**src/rtl/intr_vec_arbiter.sv**
```systemverilog
// Fixed-priority interrupt arbiter and vectoring controller for the MicroBlaze fast-interrupt port.
// Latches source edges, grants one source at a time and sequences the two-bit acknowledge handshake.
module intr_vec_arbiter #(
  parameter int unsigned NUM_SRC     = 4,
  parameter logic [31:0] BASE_ADDR   = 32'h0000_0100,
  parameter logic [31:0] VEC_STRIDE  = 32'h0000_0010,
  parameter int unsigned SYNC_STAGES = 2,
  localparam int unsigned ID_W       = (NUM_SRC > 1) ? $clog2(NUM_SRC) : 1
) (
  input  logic               sys_clk,
  input  logic               ext_rst,
  input  logic [NUM_SRC-1:0] src_irq,
  input  logic [NUM_SRC-1:0] src_mask,
  input  logic [1:0]         intr_ack,
  output logic               interrupt,
  output logic [31:0]        interrupt_address,
  output logic [ID_W-1:0]    active_id,
  output logic [NUM_SRC-1:0] pending,
  output logic               busy
);

  typedef enum logic [1:0] {
    S_IDLE    = 2'd0,
    S_REQ     = 2'd1,
    S_SERVICE = 2'd2,
    S_WAIT_IE = 2'd3
  } state_t;

  typedef enum logic [1:0] {
    ACK_NONE   = 2'b00,
    ACK_TAKEN  = 2'b01,
    ACK_RETURN = 2'b10,
    ACK_IE     = 2'b11
  } ack_t;

  logic [NUM_SRC-1:0] r_sync [SYNC_STAGES];
  logic [NUM_SRC-1:0] r_prev;
  logic [NUM_SRC-1:0] r_rise;
  logic [NUM_SRC-1:0] r_pending;

  state_t             r_state;
  logic               r_interrupt;
  logic [31:0]        r_addr;
  logic [ID_W-1:0]    r_id;
  logic               r_busy;

  state_t             w_state_nxt;
  logic               w_interrupt_nxt;
  logic [31:0]        w_addr_nxt;
  logic [ID_W-1:0]    w_id_nxt;
  logic [NUM_SRC-1:0] w_clr;
  logic [NUM_SRC-1:0] w_eligible;
  logic [NUM_SRC-1:0] w_sync_out;
  logic [ID_W-1:0]    w_grant_idx;
  logic               w_grant_valid;

  assign w_sync_out    = r_sync[SYNC_STAGES-1];
  assign w_eligible    = r_pending & src_mask;
  assign w_grant_valid = |w_eligible;

  // Input path: synchronizer chain, previous-value flop and a registered rise pulse.
  // NOTE: sequential state uses non-blocking assignments so every flop samples pre-edge values.
  // NOTE: the synchronizer flops are reset too; a source held high through reset then yields one edge.
  always_ff @(posedge sys_clk) begin
    if (ext_rst) begin
      for (int s = 0; s < SYNC_STAGES; s++) r_sync[s] <= '0;
      r_prev    <= '0;
      r_rise    <= '0;
      r_pending <= '0;
    end else begin
      r_sync[0] <= src_irq;
      for (int s = 1; s < SYNC_STAGES; s++) r_sync[s] <= r_sync[s-1];
      r_prev    <= w_sync_out;
      r_rise    <= w_sync_out & ~r_prev;
      // A new event in the acceptance cycle wins over the clear.
      r_pending <= (r_pending & ~w_clr) | r_rise;
    end
  end

  // Lowest enabled index wins.
  always_comb begin
    w_grant_idx = '0;
    for (int i = NUM_SRC - 1; i >= 0; i--) begin
      if (w_eligible[i]) w_grant_idx = ID_W'(i);
    end
  end

  // NOTE: every combinational output gets a default first, so no path can infer a latch.
  always_comb begin
    w_state_nxt     = r_state;
    w_interrupt_nxt = r_interrupt;
    w_addr_nxt      = r_addr;
    w_id_nxt        = r_id;
    w_clr           = '0;
    unique case (r_state)
      S_IDLE: begin
        if (w_grant_valid) begin
          w_state_nxt     = S_REQ;
          w_interrupt_nxt = 1'b1;
          w_id_nxt        = w_grant_idx;
          w_addr_nxt      = BASE_ADDR + (32'(w_grant_idx) * VEC_STRIDE);
        end
      end
      S_REQ: begin
        if (intr_ack == ACK_TAKEN) begin
          w_state_nxt     = S_SERVICE;
          w_interrupt_nxt = 1'b0;
          w_clr[r_id]     = 1'b1;
        end
      end
      S_SERVICE: begin
        if (intr_ack == ACK_RETURN) w_state_nxt = S_WAIT_IE;
      end
      S_WAIT_IE: begin
        if (intr_ack == ACK_IE) w_state_nxt = S_IDLE;
      end
      default: w_state_nxt = S_IDLE;
    endcase
  end

  always_ff @(posedge sys_clk) begin
    if (ext_rst) begin
      r_state     <= S_IDLE;
      r_interrupt <= 1'b0;
      r_addr      <= '0;
      r_id        <= '0;
      r_busy      <= 1'b0;
    end else begin
      r_state     <= w_state_nxt;
      r_interrupt <= w_interrupt_nxt;
      r_addr      <= w_addr_nxt;
      r_id        <= w_id_nxt;
      r_busy      <= (w_state_nxt != S_IDLE);
    end
  end

  assign interrupt         = r_interrupt;
  assign interrupt_address = r_addr;
  assign active_id         = r_id;
  assign pending           = r_pending;
  assign busy              = r_busy;

endmodule

```
**config.mk**
```make
export PLATFORM = sky130hd
export DESIGN_NAME = intr_vec_arbiter
export DESIGN_NICKNAME = d
export VERILOG_FILES = /design/src/rtl/intr_vec_arbiter.sv
export SDC_FILE = /design/constraint.sdc
export NUM_CORES = 1
export LEC_CHECK = 0
export BUFFER_PORTS_ARGS = -buffer_cell sky130_fd_sc_hd__buf_2
export CAP_MARGIN = 15
export CORE_MARGIN = 3
export CORE_UTILIZATION = 41
export DETAILED_ROUTE_END_ITERATION = 8
export PLACE_DENSITY = 0.73
export SYNTH_ARGS = -nofsm -noshare
export SYNTH_HDL_FRONTEND = slang
export SYNTH_SLANG_ARGS = --single-unit
```
**constraint.sdc**
```tcl
create_clock -name sys_clk -period 1.3 [get_ports sys_clk]
set_clock_uncertainty 0.15 [all_clocks]
set_input_delay 0.13 -clock sys_clk [delete_from_list [all_inputs] [get_ports sys_clk]]
set_output_delay 0.13 -clock sys_clk [all_outputs]
set_load 0.02 [all_outputs]
```
==> results of run 1 <==
==> cell type report <==
type | count | area, um2
clock buffer | 3 | 22.5
clock inverter | 1 | 7.51
fill | 237 | 1210
inverter | 3 | 11.3
multi-input combinational | 87 | 472
sequential | 27 | 548
tap | 30 | 37.5
timing repair buffer | 40 | 260
==> layer usage <==
layer | vias to the layer above | share of wire, % | wire length [um]
met5 | - | 0 | 0
met1 | 356 | 38 | 754
met4 | 0 | 1.1 | 21
met3 | 2 | 8.0 | 159
li1 | 414 | - | -
met2 | 40 | 53 | 1040
==> repair_timing <==
action                                  in CTS  in global routing
setup buffers                                0                  0
hold buffers                                 6                  0
hold endpoints to repair                     6                  0
pin swaps                                    0                  0
gates resized for setup                      1                  7
endpoints found under the setup margin       2                 13
==> power by group through the flow <==
stage                     registers (uW)  clock network (uW)  logic (uW)
final                                878                 346         252
after global routing                 883                 400         279
after CTS                            877                 367         245
after detailed placement             895                   0         231
after global placement               893                   0         226
after floorplan                      915                   0         207
==> cell usage after synthesis, drive strengths merged <==
library cell  count
nand2             4
nor2             10
or3               1
nor3              3
nand3             1
inv               3
a22oi             2
a211oi            1
dfxtp            27
conb              1
xnor2             1
buf              32
a32o              1
clkbuf            2
nand4bb           1
o22ai             1
a21oi            10
nand2b            2
nor2b            16
or3b              1
o21ai             3
==> cell families after synthesis <==
| family | share of synthesized area, % |
|---|---|
| compound gates | 9.05 |
| xor+xnor | 0.763 |
| flops | 47.1 |
| other cells | 0.327 |
| simple gates | 19.8 |
| buf+inv | 22.9 |
==> worst reg2reg max path, delay by kind of cell (launching register included) <==
family,cells,cell delay [ns]
and+or+nand+nor,3,0.66
DFF,1,0.34
AOI/OAI and AO/OA,1,0.14
==> through the flow <==
| stage | std cells | hold slack (ns) | cell area, um2 | setup slack (ns) | power [uW] |
|---|---|---|---|---|---|
| 3_3_place_gp | 181 | 0.187 | 1250 | 0.0293 | 1120 |
| 6_report | 191 | 0.0134 | 1360 | -0.0615 | 1480 |
| 5_1_grt | 191 | 0.0320 | 1360 | -0.120 | 1560 |
| 2_1_floorplan | 151 | 0.0591 | 1260 | -0.0932 | 1120 |
| 4_1_cts | 191 | 0.00165 | 1340 | -0.00785 | 1490 |
| 3_5_place_dp | 181 | 0.203 | 1250 | -0.0118 | 1130 |
==> final timing paths <==
kind / start / cells past startpoint / end / slack, ns
max: r_state[1] / 4 / pending[2] / -0.06
min: ext_rst / 2 / r_sync[0][6] / 0.01
max reg2reg: r_state[1] / 4 / pending[2] / -0.06
min reg2reg: r_prev[0] / 1 / r_rise[0] / 0.23
==> registers in the layout, indices dropped and copies added (netlist names) <==
name,flops
r_sync,8
interrupt_address,2
r_prev,4
r_state,2
interrupt,1
active_id,1
pending,4
r_rise,4
busy,1
==> impl_results.md, run 1 <==
* Share of cells above drive strength 1 at 31.1%
* Mapped Cells at 123
* Mapped Avg Cell Area at 9.33 um2
* Ranking of synthesized cells by area: dfxtp_1, buf_4, nor2b_1, a21oi_1, nor2_1
* Cell variety after synth at 22
* GR Util met1 at 11.3%
* CTS sink cnt at 27
* Top delay family on crit path: simple AND/OR/NAND/NOR gates
* Clock power share at 23.5%
* Critical path required time at 1.37 ns
* Met3 Usage GRT at 2.41%
* Buffers & Inverters on Critical Path at 0
* CP Cell Sequence: nand4bb_4 -> or3b_1 -> a21oi_2 -> nor2_1
* IR drop worst, VDD at 0.683 mV
* I/O Buffers at 22
* Die width at 58.9 um
* Clock root buffer: clkbuf_4
* CTS tree: built
* N_diodes at 0
* Power Density at 1090 mW/mm2
* Dpl hpwl at 1410 um
* Setup TNS at -0.0678 ns
* Yosys warning total at 0
* Die Y at 58.9 um
* CP arrival at 1.44 ns
* Seq cells post-synth at 27
* Critical-path maximum fanout at 4
* Area growth, synth to finish at 18.4%
* Nets at 174
* CTS Buffer Depth at 2
* TritonRoute pass-1 iters at 4
* Num rows at 18
* Largest net degree at the start of global routing at 19
* GRT Total Usage at 11.3%
* Residual DRC at 0
* Vias in the first global route at 773
* Area share of the largest cell type after synthesis at 47.1%
* Comb pwr share at 17.1%
* Commonest non-fill, non-tap cells in the layout: conb_1, buf_2, dfxtp_1, nor2b_1, buf_4
* Seq/Total Area, Yosys at 47.1%
* Share of power burned in registers at 59.5%
* Core area at 0.00257 mm2
* Total die area at 0.00347 mm2
* Number of hold violations in the final report at 0
* Setup ws final at -0.0615 ns
* Core Util, Final at 52.9%
* Total gr overflow at 0
* Routed vias at 812
* Leakage at 0.000624 uW
* Setup violators final at 2
* Sw frac at 27.6%
* GR Util met2 at 21.8%
* Wire per inst at 10.4 um
* Internal power at 1070 uW
* First-pass GRT wire length at 3020 um
* Minimum clock period at 1.36 ns
* Post-DRT Antenna Nets at 0
* Crit Path Category: reg2reg
* CP Capture Type: flip-flop
* Initial Util at 44.7%
* Slowest stage cell, crit path: or3b_1
* Fmax at 734 MHz
* CP Launch Type: flip-flop
* Top Ports at 52
* Status: finished with violations
* RSZ-0062 raised after global routing: true
* Yosys top cell by area: dfxtp_1
* Initial antenna violation count at 0
* Vias/cell at 4.25
* Routed WL at 1980 um
* Max_cap viols at 0
* Worst-path clk slew at 0.14 ns
* Max H-tree Level at 1
* Min-Delay Path Class: in2reg
* Crit path largest cell delay at 0.38 ns
* 1st-iter DRT viols at 22
* Most common cell after layout, fill and taps aside: conb_1
* Mapped Area at 0.00115 mm2
* Slew Viols, Final at 0
* GP Congestion at 0.896
* Clk_lat worst skew at 0.31 ns
* Failing checks: setup timing
* Most used routing layer: met2
* Final worst-path cycle share at 105%
* Psw at 407 uW
* TritonCTS Buffers at 3
Power figures use the tool's default switching activity.
==> run 2, diff against run 1 <==
Settings changed: SETUP_SLACK_MARGIN set to 0.5.
==> impl_results.md, run 2 (synthesized netlist as in run 1, its figures left out) <==
* RSZ-0062 raised after global routing: true (unchanged)
* Sw frac at 29.1% (was 27.6%)
* Vias/cell at 4.48 (was 4.25)
* Top delay family on crit path: compound AO/OA/AOI/OAI gates (was simple AND/OR/NAND/NOR gates)
* Status: finished with violations (unchanged)
* Internal power at 1100 uW (was 1070 uW)
* Failing checks: setup timing (unchanged)
* GRT Total Usage at 11.8% (was 11.3%)
* CP arrival at 1.41 ns (was 1.44 ns)
* Filler cell count at 235 (was 237)
* CP Cell Sequence: a22oi_2 -> a211oi_4 -> buf_4 -> a21oi_2 -> nor2_1 (was nand4bb_4 -> or3b_1 -> a21oi_2 -> nor2_1)
* Num rows at 18 (unchanged)
* Core Util, Final at 58.7% (was 52.9%)
* Max_cap viols at 0 (unchanged)
* Largest register FFs at 8 (unchanged)
* Most common cell after layout, fill and taps aside: conb_1 (unchanged)
* Max H-tree Level at 1 (unchanged)
* Crit Reg-Reg Startpoint: pending[2] (was r_state[1])
* Initial antenna violation count at 0 (unchanged)
* Largest net degree at the start of global routing at 20 (was 19)
* Critical-path maximum fanout at 4 (unchanged)
* Worst-path clk slew at 0.15 ns (was 0.14 ns)
* Final worst-path cycle share at 103% (was 105%)
* WL met2 at 1240 um (was 1040 um)
* Die Y at 58.9 um (unchanged)
* Psw at 451 uW (was 407 uW)
* Min-Delay Path Class: in2reg (unchanged)
* Clock power share at 24.4% (was 23.5%)
* Buffers & Inverters on Critical Path at 1 (was 0)
* Top sig layer: met4 (unchanged)
* Vias in the first global route at 720 (was 773)
* Minimum clock period at 1.33 ns (was 1.36 ns)
* Nets at 174 (unchanged)
* Worst hold start: src_mask[0] (was ext_rst)
* Clk_lat worst skew at 0.32 ns (was 0.31 ns)
* Share of cells above drive strength 1 at 40.4% (was 31.1%)
* Initial Util at 44.7% (unchanged)
* CP Launch Type: flip-flop (unchanged)
* IR drop worst, VDD at 0.790 mV (was 0.683 mV)
* Setup ws final at -0.0343 ns (was -0.0615 ns)
* Routed vias at 856 (was 812)
* Crit path largest cell delay at 0.39 ns (was 0.38 ns)
* I/O Buffers at 22 (unchanged)
* Power Density at 1030 mW/mm2 (was 1090 mW/mm2)
* First-pass GRT wire length at 3130 um (was 3020 um)
* N_diodes at 0 (unchanged)
* Leakage at 0.000675 uW (was 0.000624 uW)
* Die width at 58.9 um (unchanged)
* Number of hold violations in the final report at 0 (unchanged)
* Worst Hold Depth at 4 (was 2)
* GP Congestion at 0.794 (was 0.896)
* Setup TNS at -0.108 ns (was -0.0678 ns)
* Routed WL at 2260 um (was 1980 um)
* Setup violators final at 7 (was 2)
* TritonCTS Buffers at 3 (unchanged)
* CTS Buffer Depth at 2 (unchanged)
* WL met3 at 176 um (was 159 um)
* 1st-iter DRT viols at 29 (was 22)
* Post-DRT Antenna Nets at 0 (unchanged)
* CTS sink cnt at 27 (unchanged)
* Share of power burned in registers at 56.6% (was 59.5%)
* Clock root buffer: clkbuf_4 (unchanged)
* TritonRoute pass-1 iters at 5 (was 4)
* Fmax at 749 MHz (was 734 MHz)
* CTS tree: built (unchanged)
* Overall power at 1550 uW (was 1480 uW)
* Commonest non-fill, non-tap cells in the layout: conb_1, dfxtp_1, nor2b_1, buf_2, buf_6 (was conb_1, buf_2, dfxtp_1, nor2b_1, buf_4)
* FF-to-FF setup slack at -0.03 ns (was -0.06 ns)
* Placed Area at 0.00124 mm2 (was 0.00125 mm2)
* Biggest register: r_sync (unchanged)
* Area growth, synth to finish at 31.4% (was 18.4%)
* Critical path required time at 1.37 ns (about the same)
* Comb pwr share at 19.0% (was 17.1%)
* Slowest stage cell, crit path: dfxtp_4 (was or3b_1)
* Residual DRC at 0 (unchanged)
* Hold Path End: active_id[0] (was r_sync[0][6])
* Met1 WL at 814 um (was 754 um)
* Top Ports at 52 (unchanged)
* CP Capture Type: flip-flop (unchanged)
* Wire per inst at 11.9 um (was 10.4 um)
* Core area at 0.00257 mm2 (unchanged)
* Total gr overflow at 0 (unchanged)
* Reg-to-Reg End: interrupt (was pending[2])
* Cells on worst reg2reg path at 5 (was 4)
* Crit Path Category: reg2reg (unchanged)
* Slew Viols, Final at 0 (unchanged)
* Cell area after layout at 0.00151 mm2 (was 0.00136 mm2)
* Total die area at 0.00347 mm2 (unchanged)
* Dpl hpwl at 1380 um (was 1410 um)
-- run 2: cell types whose count changed in the layout (fill, tap and decap cells not counted), sizes merged --
cell          delta
dlygate4sd3      -4
clkinvlp         -1
inv              +1
dlymetal6s4s     +2
buf              +2
-- run 2: power groups by stage --
stage                     Combinational (uW)  Clock, uW  Sequential, uW
final                                    294        378             878
after global routing                     316        422             881
after CTS                                267        397             877
after detailed placement                 224          0             891
after global placement                   219          0             890
after floorplan                          210          0             909
-- run 2: through the flow --
stage	std cells	setup WS [ns]	hold slack, ns
2_1_floorplan	151	-0.0807	0.0591
3_3_place_gp	176	0.0318	0.188
3_5_place_dp	176	0.00782	0.198
4_1_cts	187	-0.0144	-0.0385
5_1_grt	191	-0.0804	0.0146
6_report	191	-0.0343	0.00726
-- run 2: what timing repair did --
item,CTS,global route
setup buffers,3,4
resized for setup,33,13
endpoints found under the hold margin,5,0
hold buffers,4,0
setup endpoints to repair,26,28
pin swaps,4,3
-- run 2: cell type report --
class	instances	area [um2]	share of cell area, %
clock buffer	3	22.5	1.49
clock inverter	1	8.76	0.581
inverter	3	11.3	0.747
multi-input combinational	87	519	34.4
sequential	27	571	37.8
tap	30	37.5	2.49
timing repair buffer	40	338	22.4
-- run 2: worst register-to-register path, delay by kind of cell (launching register included) --
kind | cells | cell delay [ns]
flip-flops | 1 | 0.39
AO/OA/AOI/OAI | 3 | 0.49
buffers and inverters | 1 | 0.17
AND/OR/NAND/NOR | 1 | 0.04
-- run 2: metal layers --
| layer | up-vias | GRT usage, % |
|---|---|---|
| li1 | 418 | - |
| met1 | 387 | 12.6 |
| met2 | 47 | 22.4 |
| met3 | 4 | 3.29 |
| met4 | 0 | 2.91 |
| met5 | - | 0 |
-- run 2: worst max-delay path by stage --
stage               start  cells past startpoint    endpoint  slack [ns]
6_report       pending[2]                      5   interrupt       -0.03
5_1_grt        pending[2]                      5  r_state[0]       -0.08
4_1_cts        r_state[1]                      4  pending[2]       -0.01
3_5_place_dp   r_state[1]                      4  pending[2]       0.008
3_3_place_gp   r_state[1]                      4  pending[2]        0.03
2_1_floorplan  r_state[1]                      5  pending[2]       -0.08
==> run 3, diff against run 2 <==
Clock period 1.3 ns to 1.2 ns, I/O delays scaled along.
==> impl_results.md, run 3 (synthesized netlist as in run 1, its figures left out) <==
* Initial Util at 44.7% (unchanged)
* TritonCTS Buffers at 3 (unchanged)
* TritonRoute pass-1 iters at 4 (was 5)
* Total gr overflow at 0 (unchanged)
* CP arrival at 1.43 ns (was 1.41 ns)
* WL met2 at 1170 um (was 1240 um)
* Slowest stage cell, crit path: or3b_1 (was dfxtp_4)
* Top Ports at 52 (unchanged)
* 1st-iter DRT viols at 34 (was 29)
* Biggest register: r_sync (unchanged)
* Total die area at 0.00347 mm2 (unchanged)
* GRT Total Usage at 12.4% (was 11.8%)
* CTS sink cnt at 27 (unchanged)
* Met1 WL at 854 um (was 814 um)
* Routed WL at 2270 um (was 2260 um)
* Status: finished with violations (unchanged)
* Num rows at 18 (unchanged)
* Routed vias at 857 (was 856)
* N_diodes at 0 (unchanged)
* Critical-path maximum fanout at 3 (was 4)
* Setup violators final at 13 (was 7)
* I/O Buffers at 22 (unchanged)
* Final worst-path cycle share at 114% (was 103%)
* Largest net degree at the start of global routing at 16 (was 20)
* Nets at 179 (was 174)
* Clock root buffer: clkbuf_4 (unchanged)
* Die width at 58.9 um (unchanged)
* Initial antenna violation count at 0 (unchanged)
* WL met3 at 181 um (was 176 um)
* Crit path largest cell delay at 0.39 ns (about the same)
* Top delay family on crit path: simple AND/OR/NAND/NOR gates (was compound AO/OA/AOI/OAI gates)
* Slew Viols, Final at 0 (unchanged)
* Core area at 0.00257 mm2 (unchanged)
* Worst-path clk slew at 0.14 ns (was 0.15 ns)
* Max H-tree Level at 1 (unchanged)
* Max_cap viols at 0 (unchanged)
* First-pass GRT wire length at 3250 um (was 3130 um)
* Share of cells above drive strength 1 at 49.4% (was 40.4%)
* Cell area after layout at 0.00158 mm2 (was 0.00151 mm2)
* CTS Buffer Depth at 2 (unchanged)
* Wire per inst at 11.6 um (was 11.9 um)
* Post-DRT Antenna Nets at 0 (unchanged)
* CP Launch Type: flip-flop (unchanged)
* Die Y at 58.9 um (unchanged)
* CTS tree: built (unchanged)
* Residual DRC at 0 (unchanged)
* Fmax at 734 MHz (was 749 MHz)
* Min Hold Slack at -0.144 ns (was 0.00726 ns)
* Min-Delay Path Class: in2reg (unchanged)
* Clk_lat worst skew at 0.31 ns (was 0.32 ns)
* Leakage at 0.000699 uW (was 0.000675 uW)
* Critical path required time at 1.27 ns (was 1.37 ns)
* Vias in the first global route at 763 (was 720)
* CP Cell Sequence: nand4bb_4 -> or3b_1 -> a21oi_2 -> nor2_1 (was a22oi_2 -> a211oi_4 -> buf_4 -> a21oi_2 -> nor2_1)
* GP Congestion at 0.884 (was 0.794)
* Area growth, synth to finish at 38.0% (was 31.4%)
* Top sig layer: met4 (unchanged)
* Failing checks: hold timing, setup timing (was setup timing)
* Setup ws final at -0.163 ns (was -0.0343 ns)
* RSZ-0062 raised after global routing: true (unchanged)
* Buffers & Inverters on Critical Path at 0 (was 1)
* Commonest non-fill, non-tap cells in the layout: conb_1, buf_6, buf_4, dfxtp_1 (was conb_1, dfxtp_1, nor2b_1, buf_2, buf_6)
* Largest register FFs at 8 (unchanged)
* Dpl hpwl at 1490 um (was 1380 um)
* Filler cell count at 203 (was 235)
* Vias/cell at 4.37 (was 4.48)
* Most common cell after layout, fill and taps aside: conb_1 (unchanged)
* Minimum clock period at 1.36 ns (was 1.33 ns)
* Power Density at 1050 mW/mm2 (was 1030 mW/mm2)
* Placed Area at 0.00130 mm2 (was 0.00124 mm2)
* IR drop worst, VDD at 0.808 mV (was 0.790 mV)
* Number of hold violations in the final report at 5 (was 0)
* Crit Path Category: reg2reg (unchanged)
* CP Capture Type: flip-flop (unchanged)
==> run 3: metal layers <==
metal,vias up,global-route usage (%)
met5,-,0
li1,426,-
met1,380,15.3
met3,7,2.85
met2,44,20.5
met4,0,5.50
==> run 3: power by group <==
part           internal [uW]  switching (uW)
clock network            125             251
logic                    142             200
registers                930            20.4
==> run 3: timing repair <==
action,in CTS,in global routing
endpoints found under the setup margin,26,28
hold endpoints to repair,13,5
pin swaps,6,2
resized for setup,43,17
buffers inserted,6,2
==> run 3: final timing paths <==
| path | start | endpoint | slack [ns] | cells past startpoint |
|---|---|---|---|---|
| min reg2reg | r_prev[0] | r_rise[0] | 0.24 | 1 |
| max reg2reg | r_state[1] | pending[2] | -0.16 | 4 |
| max | r_state[1] | pending[2] | -0.16 | 4 |
| min | src_irq[3] | r_sync[0][3] | -0.14 | 2 |
==> run 3: area by class of cell <==
cell class	instances	area, um2	area share (%)
inverters	3	11.3	0.711
multi-input cells	87	556	35.1
well taps	30	37.5	2.37
clock buffers	3	22.5	1.42
repair buffers	45	378	23.9
clock inverters	1	5.00	0.316
flip-flops and latches	27	573	36.2
==> run 3: stage by stage <==
step | util, % | setup WS [ns] | TNS, ns | total power (uW) | std cells
4_1_cts | 58.6 | -0.132 | -0.578 | 1660 | 194
6_report | 61.6 | -0.163 | -0.777 | 1670 | 196
3_3_place_gp | 50.7 | -0.0630 | -0.120 | 1220 | 184
2_1_floorplan | - | -0.181 | -0.323 | 1210 | 151
5_1_grt | 61.6 | -0.213 | -1.52 | 1760 | 196
3_5_place_dp | 50.7 | -0.115 | -0.348 | 1220 | 184
